$ cat src/rtl/multicycle_ctrl.sv
// Main control FSM for the multi-cycle RV32I core: one instruction at a time through
// fetch/decode/execute/memory/writeback. Optional macro MCTRL_ILLEGAL_TRAP_EN traps undecoded opcodes.
module multicycle_ctrl (
    input  logic       clk,
    input  logic       reset,
    input  logic [6:0] opcode,
    input  logic [2:0] funct3,
    input  logic [6:0] funct7,
    input  logic       zero,
    input  logic       mem_ready,
    output logic       ir_write,
    output logic       pc_write,
    output logic       pc_src,
    output logic       mem_read,
    output logic       mem_write,
    output logic       iord,
    output logic       reg_write,
    output logic [1:0] wb_sel,
    output logic [1:0] alu_src_a,
    output logic [1:0] alu_src_b,
    output logic [1:0] alu_op,
    output logic       alu_sub,
    output logic       illegal,
    output logic [3:0] state
);

    typedef enum logic [3:0] {
        S_FETCH     = 4'd0,
        S_DECODE    = 4'd1,
        S_MEM_ADDR  = 4'd2,
        S_MEM_READ  = 4'd3,
        S_MEM_WB    = 4'd4,
        S_MEM_WRITE = 4'd5,
        S_EXEC_R    = 4'd6,
        S_EXEC_I    = 4'd7,
        S_ALU_WB    = 4'd8,
        S_BRANCH    = 4'd9,
        S_JAL       = 4'd10,
        S_TRAP      = 4'd11
    } state_t;

    localparam logic [6:0] OP_LOAD  = 7'b0000011;
    localparam logic [6:0] OP_STORE = 7'b0100011;
    localparam logic [6:0] OP_R     = 7'b0110011;
    localparam logic [6:0] OP_I     = 7'b0010011;
    localparam logic [6:0] OP_BR    = 7'b1100011;
    localparam logic [6:0] OP_JAL   = 7'b1101111;

    state_t state_q, state_d;

    logic unused_funct7;
    assign unused_funct7 = ^{funct7[6], funct7[4:0]};

    always_comb begin
        state_d   = state_q;
        ir_write  = 1'b0;
        pc_write  = 1'b0;
        pc_src    = 1'b0;
        mem_read  = 1'b0;
        mem_write = 1'b0;
        iord      = 1'b0;
        reg_write = 1'b0;
        wb_sel    = 2'b00;
        alu_src_a = 2'b00;
        alu_src_b = 2'b00;
        alu_op    = 2'b00;
        alu_sub   = 1'b0;
        illegal   = 1'b0;
        state     = state_q;

        case (state_q)
            S_FETCH: begin
                mem_read  = 1'b1;
                alu_src_b = 2'b01;
                if (mem_ready) begin
                    ir_write = 1'b1;
                    pc_write = 1'b1;
                    state_d  = S_DECODE;
                end
            end
            S_DECODE: begin
                // Speculatively compute the branch/jump target into ALUOut.
                alu_src_a = 2'b10;
                alu_src_b = 2'b10;
                case (opcode)
                    OP_LOAD, OP_STORE: state_d = S_MEM_ADDR;
                    OP_R:              state_d = S_EXEC_R;
                    OP_I:              state_d = S_EXEC_I;
                    OP_BR:             state_d = S_BRANCH;
                    OP_JAL:            state_d = S_JAL;
`ifdef MCTRL_ILLEGAL_TRAP_EN
                    default:           state_d = S_TRAP;
`else
                    default:           state_d = S_FETCH;
`endif
                endcase
            end
            S_MEM_ADDR: begin
                alu_src_a = 2'b01;
                alu_src_b = 2'b10;
                state_d   = (opcode == OP_LOAD) ? S_MEM_READ : S_MEM_WRITE;
            end
            S_MEM_READ: begin
                mem_read = 1'b1;
                iord     = 1'b1;
                if (mem_ready) state_d = S_MEM_WB;
            end
            S_MEM_WB: begin
                reg_write = 1'b1;
                wb_sel    = 2'b01;
                state_d   = S_FETCH;
            end
            S_MEM_WRITE: begin
                mem_write = 1'b1;
                iord      = 1'b1;
                if (mem_ready) state_d = S_FETCH;
            end
            S_EXEC_R: begin
                alu_src_a = 2'b01;
                alu_op    = 2'b10;
                alu_sub   = funct7[5];
                state_d   = S_ALU_WB;
            end
            S_EXEC_I: begin
                alu_src_a = 2'b01;
                alu_src_b = 2'b10;
                alu_op    = 2'b11;
                state_d   = S_ALU_WB;
            end
            S_ALU_WB: begin
                reg_write = 1'b1;
                state_d   = S_FETCH;
            end
            S_BRANCH: begin
                alu_src_a = 2'b01;
                alu_op    = 2'b01;
                pc_src    = 1'b1;
                pc_write  = ((funct3 == 3'b000) && zero) || ((funct3 == 3'b001) && !zero);
                state_d   = S_FETCH;
            end
            S_JAL: begin
                reg_write = 1'b1;
                wb_sel    = 2'b10;
                pc_write  = 1'b1;
                pc_src    = 1'b1;
                state_d   = S_FETCH;
            end
            S_TRAP: begin
`ifdef MCTRL_ILLEGAL_TRAP_EN
                illegal = 1'b1;
                state_d = S_TRAP;
`else
                state_d = S_FETCH;
`endif
            end
            default: state_d = S_FETCH;
        endcase

        // Reset silences every request immediately, even mid-transaction.
        if (reset) begin
            ir_write  = 1'b0;
            pc_write  = 1'b0;
            pc_src    = 1'b0;
            mem_read  = 1'b0;
            mem_write = 1'b0;
            iord      = 1'b0;
            reg_write = 1'b0;
            wb_sel    = 2'b00;
            alu_src_a = 2'b00;
            alu_src_b = 2'b00;
            alu_op    = 2'b00;
            alu_sub   = 1'b0;
            illegal   = 1'b0;
            state     = 4'd0;
        end
    end

    always_ff @(posedge clk) begin
        if (reset) state_q <= S_FETCH;
        else       state_q <= state_d;
    end

endmodule

$ cat config.mk
export PLATFORM = sky130hd
export DESIGN_NAME = multicycle_ctrl
export DESIGN_NICKNAME = d
export VERILOG_FILES = /design/src/rtl/multicycle_ctrl.sv
export SDC_FILE = /design/constraint.sdc
export NUM_CORES = 1
export LEC_CHECK = 0
export BUFFER_PORTS_ARGS = -buffer_cell sky130_fd_sc_hd__buf_2
export CORE_UTILIZATION = 39
export DETAILED_ROUTE_END_ITERATION = 8
export PLACE_DENSITY = 0.78
export SYNTH_ARGS = -nofsm -noshare
export SYNTH_HDL_FRONTEND = slang
export SYNTH_SLANG_ARGS = --single-unit
export TNS_END_PERCENT = 20
$ cat constraint.sdc
create_clock -name clk -period 2.2 [get_ports clk]
set_input_delay 0.66 -clock clk [delete_from_list [all_inputs] [get_ports clk]]
set_output_delay 0.66 -clock clk [all_outputs]
set_load 0.02 [all_outputs]
==> results of run 1 <==
-- per-layer routing --
layer  wire length (microns)  global-route usage, %  up-vias
li1                        -                      -      375
met5                       0                      0        -
met4                      14                  10.34        0
met3                     106                  3.409        2
met2                     805                  36.07       37
met1                     690                  28.43      344
-- per-stage QoR --
stage	TNS, ns	instance area [sq um]	instances
floorplan	-0.1183	566.8	84
global placement	-0.02971	764.5	132
detailed placement	-0.05125	764.5	132
CTS	-0.02346	795.8	135
global route	-0.1966	809.5	135
finish	-0.05642	809.5	135
-- worst paths after layout --
kind	endpoint	slack, ns	from	depth (start not counted)
max reg2reg	state_q[2]$_SDFFE_PP0P_	0.68	state_q[3]$_SDFFE_PP0P_	4
min	state_q[3]$_SDFFE_PP0P_	0.59	state_q[3]$_SDFFE_PP0P_	1
max	pc_write	-0.06	mem_ready	6
min reg2reg	state_q[3]$_SDFFE_PP0P_	0.59	state_q[3]$_SDFFE_PP0P_	1
-- cell families after synthesis --
family | Yosys count
compound gates | 20
other cells | 1
flops | 4
xor+xnor | 2
mux | 1
simple gates | 46
buf+inv | 10
-- timing repair --
| item | in CTS | in global routing |
|---|---|---|
| pin swaps | 0 | 0 |
| setup endpoints to repair | 2 | 9 |
| gates resized for setup | 2 | 6 |
-- area by class of cell --
type | count | area share (%)
Clock buffer | 3 | 2.782
Tap cell | 15 | 2.318
Inverter | 4 | 1.855
Timing Repair Buffer | 39 | 27.20
Multi-Input combinational cell | 70 | 55.49
Sequential cell | 4 | 10.36
-- cell usage in the layout (no fill, tap or decap), drive strengths merged --
| cell | synthesis | routed |
|---|---|---|
| inv | 4 | 4 |
| nand2b | 7 | 7 |
| and2 | 1 | 1 |
| or3b | 1 | 1 |
| a211oi | 1 | 1 |
| o32ai | 3 | 3 |
| nor2b | 1 | 1 |
| mux2 | 1 | 1 |
| or4 | 1 | 1 |
| nand2 | 7 | 7 |
| or3 | 2 | 2 |
| nand4bb | 1 | 1 |
| nor3 | 10 | 10 |
| xor2 | 1 | 1 |
| dfxtp | 4 | 4 |
| clkbuf | 3 | 3 |
| o21a | 1 | 1 |
| a31oi | 1 | 1 |
| a2111oi | 1 | 1 |
| and3b | 1 | 1 |
| buf | 3 | 39 |
| conb | 1 | 1 |
| nor2 | 10 | 10 |
| a21oi | 8 | 8 |
| or2 | 1 | 1 |
| o31a | 1 | 1 |
| nor4b | 1 | 1 |
| o21bai | 2 | 2 |
| nor4 | 2 | 2 |
| xnor2 | 1 | 1 |
| a2bb2oi | 1 | 1 |
| o22ai | 1 | 1 |
-- power by group through the flow --
stage          sequential (mW)  clock (mW)  combinational [mW]
4_1_cts                 0.0823      0.0959               0.119
3_3_place_gp            0.0830           0               0.115
3_5_place_dp            0.0835           0               0.117
5_1_grt                 0.0830       0.105               0.135
2_1_floorplan           0.0802           0              0.0767
6_report                0.0826      0.0895               0.124
-- worst max-delay path, delay by kind of cell --
| family | cells | cell delay [ns] |
|---|---|---|
| buffers and inverters | 2 | 0.26 |
| AOI/OAI and AO/OA | 2 | 0.19 |
| and+or+nand+nor | 2 | 0.49 |
==> impl_summary.txt, run 1 <==
----------------------------------------------------
[Logic synthesis]
  Largest family of logic cells by synthesized area ... simple AND/OR/NAND/NOR gates
  Warning count from the yosys run ... 0
  Complex-gate fraction of the synthesized area ... 25.68%
  Number of register bits inferred by synthesis ... 4
  Adder-Cell Fraction of Synth Area ... 0%
  Portion of netlist area occupied by mux cells ... 2.027%
  Mapped Area ... 555.5 sq um
  Share of synthesized registers carrying an async set or reset ... 0%
  Net count after synthesis ... 105
  Cells taking the most area after synthesis ... sky130_fd_sc_hd__dfxtp_1, sky130_fd_sc_hd__nor3_1, sky130_fd_sc_hd__nand2b_1
  Top_reg_cell synth ... sky130_fd_sc_hd__dfxtp_1
  Area share of the largest cell type after synthesis ... 14.41%
  Leading post-synthesis cells by instance count ... sky130_fd_sc_hd__nor2_1, sky130_fd_sc_hd__nor3_1, sky130_fd_sc_hd__a21oi_1
  Number of distinct standard cells referenced by the synthesized netlist ... 34
  Post-synthesis share of cell area spent on and, or, nand and nor gates ... 46.17%
  Average footprint of a synthesized cell ... 6.613 sq um
  Post-synthesis cell count ... 84
  Post-synth EDFFs ... 0
  Xor/xnor cell area share of the yosys netlist ... 3.153%
  Cell type with the highest aggregate area in the netlist ... sky130_fd_sc_hd__dfxtp_1
  Part of the Yosys area used for sequential elements ... 14.41%

[Clock network]
  Setup repair bufs after CTS ... 0
  Insertion delay of the later-clocked pin in the worst-skew pair ... 0.23 ns
  Maximum level of the CTS H-tree ... 1
  TritonCTS Sinks ... 4
  TritonCTS clock tree ... yes
  Maximum clock path buffer count ... 2
  Number of buffers created by CTS ... 3
  Root Buffer Master ... sky130_fd_sc_hd__clkbuf_4
  Clock slew at reported path FFs ... 0.04 ns
  Total of hold buffers inserted after clock tree synthesis ... 0

[Timing]
  Final Hold Vio Count ... 0
  Post-route clock period utilization ... 102.6%
  Min cycle time layout ... 2.256 ns
  Worst-case hold slack ... 0.5943 ns
  Worst Clk Skew ... 0.0006786 ns
  Highest clock frequency the design can meet ... 443.2 MHz
  Setup slack of the critical path after layout ... -0.05642 ns
  RSZ-0062 raised after global routing ... true
  Final Setup Violations ... 1
  Number of pins exceeding their max-slew limit in the final report ... 0

[Cells and area]
  ANT cells ... 0
  Register area ... 83.83 sq um
  Largest Register ... state_q
  Fin nets ... 143
  Area of the multi-input gates ... 449.2 sq um
  Number of flip-flops under the largest register name ... 4
  Fill cell instance count of the final layout ... 127
  Area added between synthesis and finish ... 45.72%
  Layout cells sized above 1 ... 44.17%
  Largest registers ranked by flip-flop count ... state_q x4
  Final core occ ... 61.44%

[Placed design]
  Setup slack at placement ... -0.04154 ns
  RD Place Congestion ... 0.9009
  Number of input and output port buffers inserted ... 34
  Post-detail-place hpwl ... 1196 microns

[GRT]
  First-pass GRT wire length ... 2394 microns
  Vias in the first global route ... 558
  Maximum number of pins on one net before global-route repair ... 16
  Combined global-route utilization of all metal layers ... 22.34%
  GR Overflow Total ... 0
  Antenna violations before repair ... 0

[Power]
  Power per unit of standard cell area ... 365.2 mW/mm^2
  Sequential fraction of design power ... 27.9%
  Pwr Total ... 295.6 uW
  Clock power frac ... 30.3%
  Switching Power ... 103.2 uW
  Largest voltage drop on the vdd net ... 0.2313 mV
  Combinational share of power ... 41.8%
  Leakage power total ... 0.3895 nW
  Switching share of power ... 34.92%
  Design internal power ... 192.4 uW

[Worst setup path]
  Arrival time at the worst endpoint ... 1.60 ns
  Critical path peak fanout ... 2
  Standard cell with the maximum stage delay on the critical path ... sky130_fd_sc_hd__or3b_1
  Data required time at the worst endpoint ... 1.54 ns
  Capturing element type of the critical path ... primary output
  Category of the critical setup timing path ... in -> out
  Crit path launch type ... primary input
  CP max stage delay ... 0.36 ns
  Cells along the critical path ... buf_6 > or3b_1 > a21oi_2 > a21oi_1 > nor3_1 > buf_2

[Detailed routing]
  Via density per instance ... 5.615
  Iteration-0 DRC Markers ... 21
  Mean routed wirelength per cell ... 11.98 microns
  DRT Wirelength ... 1617 microns
  Remaining routing DRC violations ... 0
  Detailed-routing iteration count for the pre-antenna-repair pass ... 4
  Vias ... 758
  Number of nets with antenna violations after detailed routing ... 0

[Floorplan]
  Site Rows ... 13
  Area of the core ... 0.001318 sq mm
  Initial Utilization ... 42.17%
  Die span in y ... 39.74 microns
  Die Span X ... 39.74 microns
  Total Die Area ... 0.001579 sq mm
  Count of pins on the block boundary ... 42

[Outcome]
  Violations in the final reports ... negative setup slack
  Status ... finished with violations

[Hold path]
  Worst min-delay path class ... reg -> reg

[Flow run]
  Max-Cap Viols ... 0

----------------------------------------------------
Power figures use the tool's default switching activity.
==> inputs of run 2 (changes only) <==
==> constraint.sdc (replaced) <==
create_clock -name clk -period 2.2 [get_ports clk]
set_input_delay 0.66 -clock clk [delete_from_list [all_inputs] [get_ports clk]]
set_output_delay 0.66 -clock clk [all_outputs]
set_load 0.05 [all_outputs]
==> run 2 against run 1 <==
  * The run still ends with negative setup slack left
  * Register-to-register slack barely moved
  * Global-route usage rose by 2.5 points
  * Via count fell by 0.79%
  * Setup slack got worse by 0.014 ns
  * Critical path depth did not move
==> impl_summary.txt, run 2 (synthesized netlist as in run 1, its figures left out) <==
----------------------------------------------------
[Outcome]
  Status ... finished with violations
  Violations in the final reports ... negative setup slack

[Cells and area]
  Final core occ ... 71.70% (+10 points)
  Layout cells sized above 1 ... 54.03% (+9.9 points)
  Largest Register ... state_q
  ANT cells ... 0 (unchanged)
  Commonest cells after routing, fill and taps aside ... sky130_fd_sc_hd__buf_2, sky130_fd_sc_hd__buf_4, sky130_fd_sc_hd__nor2_1
  Largest registers ranked by flip-flop count ... state_q x4
  Fin nets ... 147 (+2.8%)
  Final instance count without filler cells ... 139 (+3.0%)
  Area added between synthesis and finish ... 70.04%
  Most common cell after layout, fill and taps aside ... sky130_fd_sc_hd__buf_2
  Number of flip-flops under the largest register name ... 4 (unchanged)

[Placed design]
  RD Place Congestion ... 0.8877 (-1.5%)
  Setup slack at placement ... -0.1423 ns (-0.1008 ns)
  Post-detail-place hpwl ... 1375 microns (+15%)
  Number of input and output port buffers inserted ... 34 (unchanged)
  Cell Count Post-Placement ... 136 (+3.0%)

[Worst setup path]
  Crit path max-delay family ... simple AND/OR/NAND/NOR gates
  Capturing element type of the critical path ... primary output
  Arrival time at the worst endpoint ... 1.61 ns (about the same)
  Crit path launch type ... primary input
  Data required time at the worst endpoint ... 1.54 ns (about the same)
  CP max stage delay ... 0.35 ns (about the same)
  Critical path peak fanout ... 2 (unchanged)
  Cells along the critical path ... buf_2 > or3b_1 > a21oi_2 > a21oi_1 > nor3_2 > buf_6
  Standard cell with the maximum stage delay on the critical path ... sky130_fd_sc_hd__or3b_1
  Combined buffer and inverter count along the critical path ... 2 (unchanged)
  Category of the critical setup timing path ... in -> out

[Timing]
  RSZ-0062 raised after global routing ... true
  Slew at the pin closest to its max-slew limit ... 0.4784 ns
  Setup slack of the critical path after layout ... -0.07071 ns (-0.01429 ns)
  Worst Clk Skew ... 0.001019 ns (+0.0003407 ns)
  Post-route clock period utilization ... 103.2% (+0.65 points)
  Min cycle time layout ... 2.271 ns (+0.01429 ns)
  Final Hold Vio Count ... 0 (unchanged)
  Highest clock frequency the design can meet ... 440.4 MHz (-0.63%)
  Final Setup Violations ... 4 (+3)
  Worst-case hold slack ... 0.6245 ns (+0.03025 ns)
  Number of pins exceeding their max-slew limit in the final report ... 0 (unchanged)
  Worst-case headroom to the max-slew limit ... 67.28%

[Clock network]
  Total of hold buffers inserted after clock tree synthesis ... 0 (unchanged)
  Number of buffers created by CTS ... 3 (unchanged)
  Clock slew at reported path FFs ... 0.03 ns (about the same)
  Root Buffer Master ... sky130_fd_sc_hd__clkbuf_4
  Insertion delay of the later-clocked pin in the worst-skew pair ... 0.23 ns (about the same)
  Maximum level of the CTS H-tree ... 1 (unchanged)
  TritonCTS clock tree ... yes
  Maximum clock path buffer count ... 2 (unchanged)
  TritonCTS Sinks ... 4 (unchanged)
  Setup repair bufs after CTS ... 0 (unchanged)

[GRT]
  GR Overflow Total ... 0 (unchanged)
  Vias in the first global route ... 630 (+13%)
  Maximum number of pins on one net before global-route repair ... 16 (unchanged)
  Combined global-route utilization of all metal layers ... 24.80% (+2.5 points)
  Antenna violations before repair ... 0 (unchanged)
  First-pass GRT wire length ... 2615 microns (+9.2%)

[Floorplan]
  Die span in y ... 39.74 microns (unchanged)
  Die Span X ... 39.74 microns (unchanged)
  Site Rows ... 13 (unchanged)
  Total Die Area ... 0.001579 sq mm (unchanged)
  Count of pins on the block boundary ... 42 (unchanged)
  Initial Utilization ... 42.17% (unchanged)
  Area of the core ... 0.001318 sq mm (unchanged)

[Detailed routing]
  Vias ... 752 (-0.79%)
  Via density per instance ... 5.410 (-3.6%)
  Remaining routing DRC violations ... 0 (unchanged)
  Detailed-routing iteration count for the pre-antenna-repair pass ... 4 (unchanged)
  Iteration-0 DRC Markers ... 14 (-33%)
  Number of nets with antenna violations after detailed routing ... 0 (unchanged)
  Mean routed wirelength per cell ... 12.74 microns (+6.4%)
  DRT Wirelength ... 1771 microns (+9.5%)

[Flow run]
  Max-Cap Viols ... 0 (unchanged)

[Power]
  Power per unit of standard cell area ... 357.2 mW/mm^2 (-2.2%)
  Largest voltage drop on the vdd net ... 0.2861 mV (+24%)
  Leakage power total ... 0.4168 nW (+7.0%)
  Pwr Total ... 337.4 uW (+14%)

[Hold path]
  Worst min-delay path class ... reg -> reg

----------------------------------------------------
run 2: area by class of cell:
| type | count | area (sq um) |
|---|---|---|
| multi-input combinational | 70 | 520.5 |
| timing repair buffer | 43 | 284.0 |
| sequential | 4 | 83.83 |
| inverter | 4 | 15.01 |
| clock buffer | 3 | 22.52 |
| fill | 112 | 372.9 |
| tap | 15 | 18.77 |
run 2: worst min-delay path, cell delays in order, from the launching register on:
cell and delay (ns):
sky130_fd_sc_hd__dfxtp_2 0.36, sky130_fd_sc_hd__a21oi_1 0.13, sky130_fd_sc_hd__o32ai_1 0.08
run 2: report_power, final:
part | leakage (nW) | internal, mW | switching [mW] | total, mW
registers | 0.0341 | 0.0759 | 0.00506 | 0.0809
logic | 0.369 | 0.0638 | 0.105 | 0.169
clock network | 0.0138 | 0.0608 | 0.0267 | 0.0875
run 2: final timing paths:
check                                        startpoint                      end  slack, ns  depth (start not counted)
worst max-delay path                          mem_ready                 pc_write      -0.07                          6
worst min-delay path            state_q[1]$_SDFFE_PP0P_  state_q[2]$_SDFFE_PP0P_       0.62                          2
worst max register to register  state_q[0]$_SDFFE_PP0P_  state_q[3]$_SDFFE_PP0P_       0.68                          4
worst min register to register  state_q[1]$_SDFFE_PP0P_  state_q[2]$_SDFFE_PP0P_       0.62                          2
run 2: repair_timing:
item                                    in CTS  in global routing
endpoints found under the hold margin        0                  0
gates resized for setup                     15                  6
endpoints found under the setup margin      11                 10
run 2: layer usage:
metal  routed length [microns]  track usage, %  part of all wire [%]  vias up
met5                         0               0                     0        -
met4                         0           13.79                     0        0
met3                        30           3.977                   1.7        0
met2                       993           44.67                    56       14
met1                       747           26.76                    42      352
li1                          -               -                     -      386
run 2: through the flow:
stage	cell area, sq um	TNS [ns]
after global placement	862.1	-0.3498
after CTS	930.9	-0.09478
after floorplan	635.6	-1.940
final	944.7	-0.09631
after global routing	944.7	-0.3479
after detailed placement	862.1	-0.4783
==> inputs of run 3 (changes only) <==
- CORE_UTILIZATION: 39 -> 35
- PLACE_DENSITY: 0.78 -> 0.72
- TNS_END_PERCENT: 20 -> not set
==> run 3 against run 2 <==
  * The run still ends with negative setup slack left
  * Setup slack better by 0.032 ns
  * Flip-flop and latch count unchanged
  * Register-to-register slack better by 0.02 ns
  * Design area up 19%
  * Non-clock buffer count up 6
  * First-iteration DRC count up 43%
  * Count of clock-buffer cells in the layout unchanged
  * Final cell count up 5.0%
  * Fmax up 1.4%
  * Largest cell class unchanged
  * Worst hold slack better by 0.0021 ns
  * Critical path depth unchanged
  * Global-route usage down 0.86 points
==> impl_summary.txt, run 3 (synthesized netlist as in run 1, its figures left out) <==
----------------------------------------------------
[Clock network]
  Clock slew at reported path FFs ... 0.04 ns (about the same)
  Maximum level of the CTS H-tree ... 1 (unchanged)
  Number of buffers created by CTS ... 3 (unchanged)
  Insertion delay of the later-clocked pin in the worst-skew pair ... 0.23 ns (about the same)
  Root Buffer Master ... sky130_fd_sc_hd__clkbuf_4
  Total of hold buffers inserted after clock tree synthesis ... 0 (unchanged)
  TritonCTS Sinks ... 4 (unchanged)
  Maximum clock path buffer count ... 2 (unchanged)
  TritonCTS clock tree ... yes
  Setup repair bufs after CTS ... 0 (unchanged)

[Timing]
  Final Setup Violations ... 2 (-2)
  Min cycle time layout ... 2.239 ns (-0.03192 ns)
  Highest clock frequency the design can meet ... 446.7 MHz (+1.4%)
  Post-route clock period utilization ... 101.8% (-1.5 points)
  Setup slack of the critical path after layout ... -0.03879 ns (+0.03192 ns)
  Number of pins exceeding their max-slew limit in the final report ... 0 (unchanged)
  Worst Clk Skew ... 0.002872 ns (+0.001852 ns)
  RSZ-0062 raised after global routing ... true
  Worst-case hold slack ... 0.6266 ns (+0.002071 ns)
  Final Hold Vio Count ... 0 (unchanged)

[Flow run]
  Max-Cap Viols ... 0 (unchanged)

[GRT]
  Combined global-route utilization of all metal layers ... 23.94% (-0.86 points)
  GR Overflow Total ... 0 (unchanged)
  Maximum number of pins on one net before global-route repair ... 16 (unchanged)
  Vias in the first global route ... 781 (+24%)
  First-pass GRT wire length ... 3312 microns (+27%)
  Antenna violations before repair ... 0 (unchanged)

[Worst setup path]
  Data required time at the worst endpoint ... 1.54 ns (about the same)
  Category of the critical setup timing path ... in -> out
  Critical path peak fanout ... 2 (unchanged)
  Arrival time at the worst endpoint ... 1.58 ns (-0.03 ns)
  Capturing element type of the critical path ... primary output
  Crit path launch type ... primary input

[Detailed routing]
  Vias ... 798 (+6.1%)
  Detailed-routing iteration count for the pre-antenna-repair pass ... 4 (unchanged)
  DRT Wirelength ... 1961 microns (+11%)
  Via density per instance ... 5.466 (+1.0%)
  Iteration-0 DRC Markers ... 20 (+6)
  Mean routed wirelength per cell ... 13.43 microns (+5.4%)
  Number of nets with antenna violations after detailed routing ... 0 (unchanged)
  Remaining routing DRC violations ... 0 (unchanged)

[Outcome]
  Violations in the final reports ... negative setup slack
  Status ... finished with violations

[Floorplan]
  Area of the core ... 0.001489 sq mm (+13%)
  Die span in y ... 41.84 microns (+5.3%)
  Die Span X ... 41.84 microns (+5.3%)
  Count of pins on the block boundary ... 42 (unchanged)
  Site Rows ... 14 (+1)
  Initial Utilization ... 37.31% (-4.9 points)
  Total Die Area ... 0.001751 sq mm (+11%)

[Power]
  Power per unit of standard cell area ... 335.6 mW/mm^2 (-6.0%)
  Pwr Total ... 377.1 uW (+12%)
  Leakage power total ... 0.4789 nW (+15%)
  Largest voltage drop on the vdd net ... 0.2887 mV (+0.94%)

[Cells and area]
  Area added between synthesis and finish ... 102.3%
  Largest registers ranked by flip-flop count ... state_q x4
  Commonest cells after routing, fill and taps aside ... sky130_fd_sc_hd__buf_2, sky130_fd_sc_hd__buf_4, sky130_fd_sc_hd__buf_6
  Fin nets ... 153 (+4.1%)
  Layout cells sized above 1 ... 65.38% (+11 points)
  Number of flip-flops under the largest register name ... 4 (unchanged)
  ANT cells ... 0 (unchanged)
  Most common cell after layout, fill and taps aside ... sky130_fd_sc_hd__buf_2
  Largest Register ... state_q
  Fill cell instance count of the final layout ... 110 (-1.8%)
  Final Instance Area ... 0.001124 sq mm (+19%)

[Placed design]
  DP Area ... 950.9 sq um (+10%)
  RD Place Congestion ... 0.7489 (-16%)
  Number of input and output port buffers inserted ... 34 (unchanged)
  Post-detail-place hpwl ... 1419 microns (+3.2%)
  Setup slack at placement ... -0.1078 ns (+0.03450 ns)

[Hold path]
  Worst min-delay path class ... reg -> reg

----------------------------------------------------
[run 3: changes by cell type in the layout (fill, tap and decap cells not counted), moves of 2 or more]
cell / change
sky130_fd_sc_hd__buf_6: +8
sky130_fd_sc_hd__buf_4: +6
sky130_fd_sc_hd__buf_2: -4
sky130_fd_sc_hd__clkbuf_4: -4
sky130_fd_sc_hd__nand2b_1: -4
sky130_fd_sc_hd__nor2_1: -4
sky130_fd_sc_hd__nor3_2: -3
sky130_fd_sc_hd__nor3_4: +3
sky130_fd_sc_hd__nand2b_2: +2
sky130_fd_sc_hd__nand2b_4: +2
sky130_fd_sc_hd__nor2_2: +2
sky130_fd_sc_hd__nor2_4: +2
[run 3: stage by stage]
step,TNS [ns],utilization [%],std cells
6_report,-0.04251,75.46,146
5_1_grt,-0.1503,75.46,146
3_3_place_gp,-0.5712,63.87,143
2_1_floorplan,-1.122,-,84
4_1_cts,-0.06273,70.08,146
3_5_place_dp,-0.6239,63.87,143
[run 3: where the power goes]
group | switching (mW) | internal, mW | total (mW)
combinational | 0.119 | 0.0840 | 0.203
sequential | 0.00814 | 0.0752 | 0.0834
clock | 0.0296 | 0.0610 | 0.0906
total | 0.157 | 0.220 | 0.377
[run 3: cell type report]
type	instances	area (sq um)	share of cell area [%]
multi-input cells	70	609.3	54.23
repair buffers	49	369.1	32.85
inverters	4	15.01	1.336
clock buffers	3	22.52	2.004
flip-flops and latches	4	87.58	7.795
well taps	16	20.02	1.782
[run 3: final timing paths]
kind	depth (start not counted)	to	slack (ns)	startpoint
setup / recovery	6	pc_write	-0.04	mem_ready
hold / removal	2	state_q[0]$_SDFFE_PP0P_	0.63	state_q[0]$_SDFFE_PP0P_
setup reg to reg	4	state_q[2]$_SDFFE_PP0P_	0.70	state_q[2]$_SDFFE_PP0P_
hold reg to reg	2	state_q[0]$_SDFFE_PP0P_	0.63	state_q[0]$_SDFFE_PP0P_
[run 3: routing by layer]
metal | global-route usage, % | wire, microns | vias up
met5 | 0 | 0 | -
met4 | 7.742 | 0 | 0
met3 | 2.609 | 52 | 0
met2 | 44.38 | 1159 | 20
met1 | 28.23 | 749 | 382
li1 | - | - | 396
[run 3: what timing repair did]
| item | in CTS | in global routing |
|---|---|---|
| setup endpoints to repair | 13 | 16 |
| gates resized for setup | 24 | 25 |
| gates cloned | 0 | 0 |
| pin swaps | 1 | 1 |
[run 3: worst max-delay path, cell delays in order]
cell and delay (ns):
sky130_fd_sc_hd__buf_6 0.07, sky130_fd_sc_hd__or3b_4 0.36, sky130_fd_sc_hd__a21oi_2 0.14, sky130_fd_sc_hd__a21oi_2 0.04, sky130_fd_sc_hd__nor3_2 0.13, sky130_fd_sc_hd__buf_6 0.18
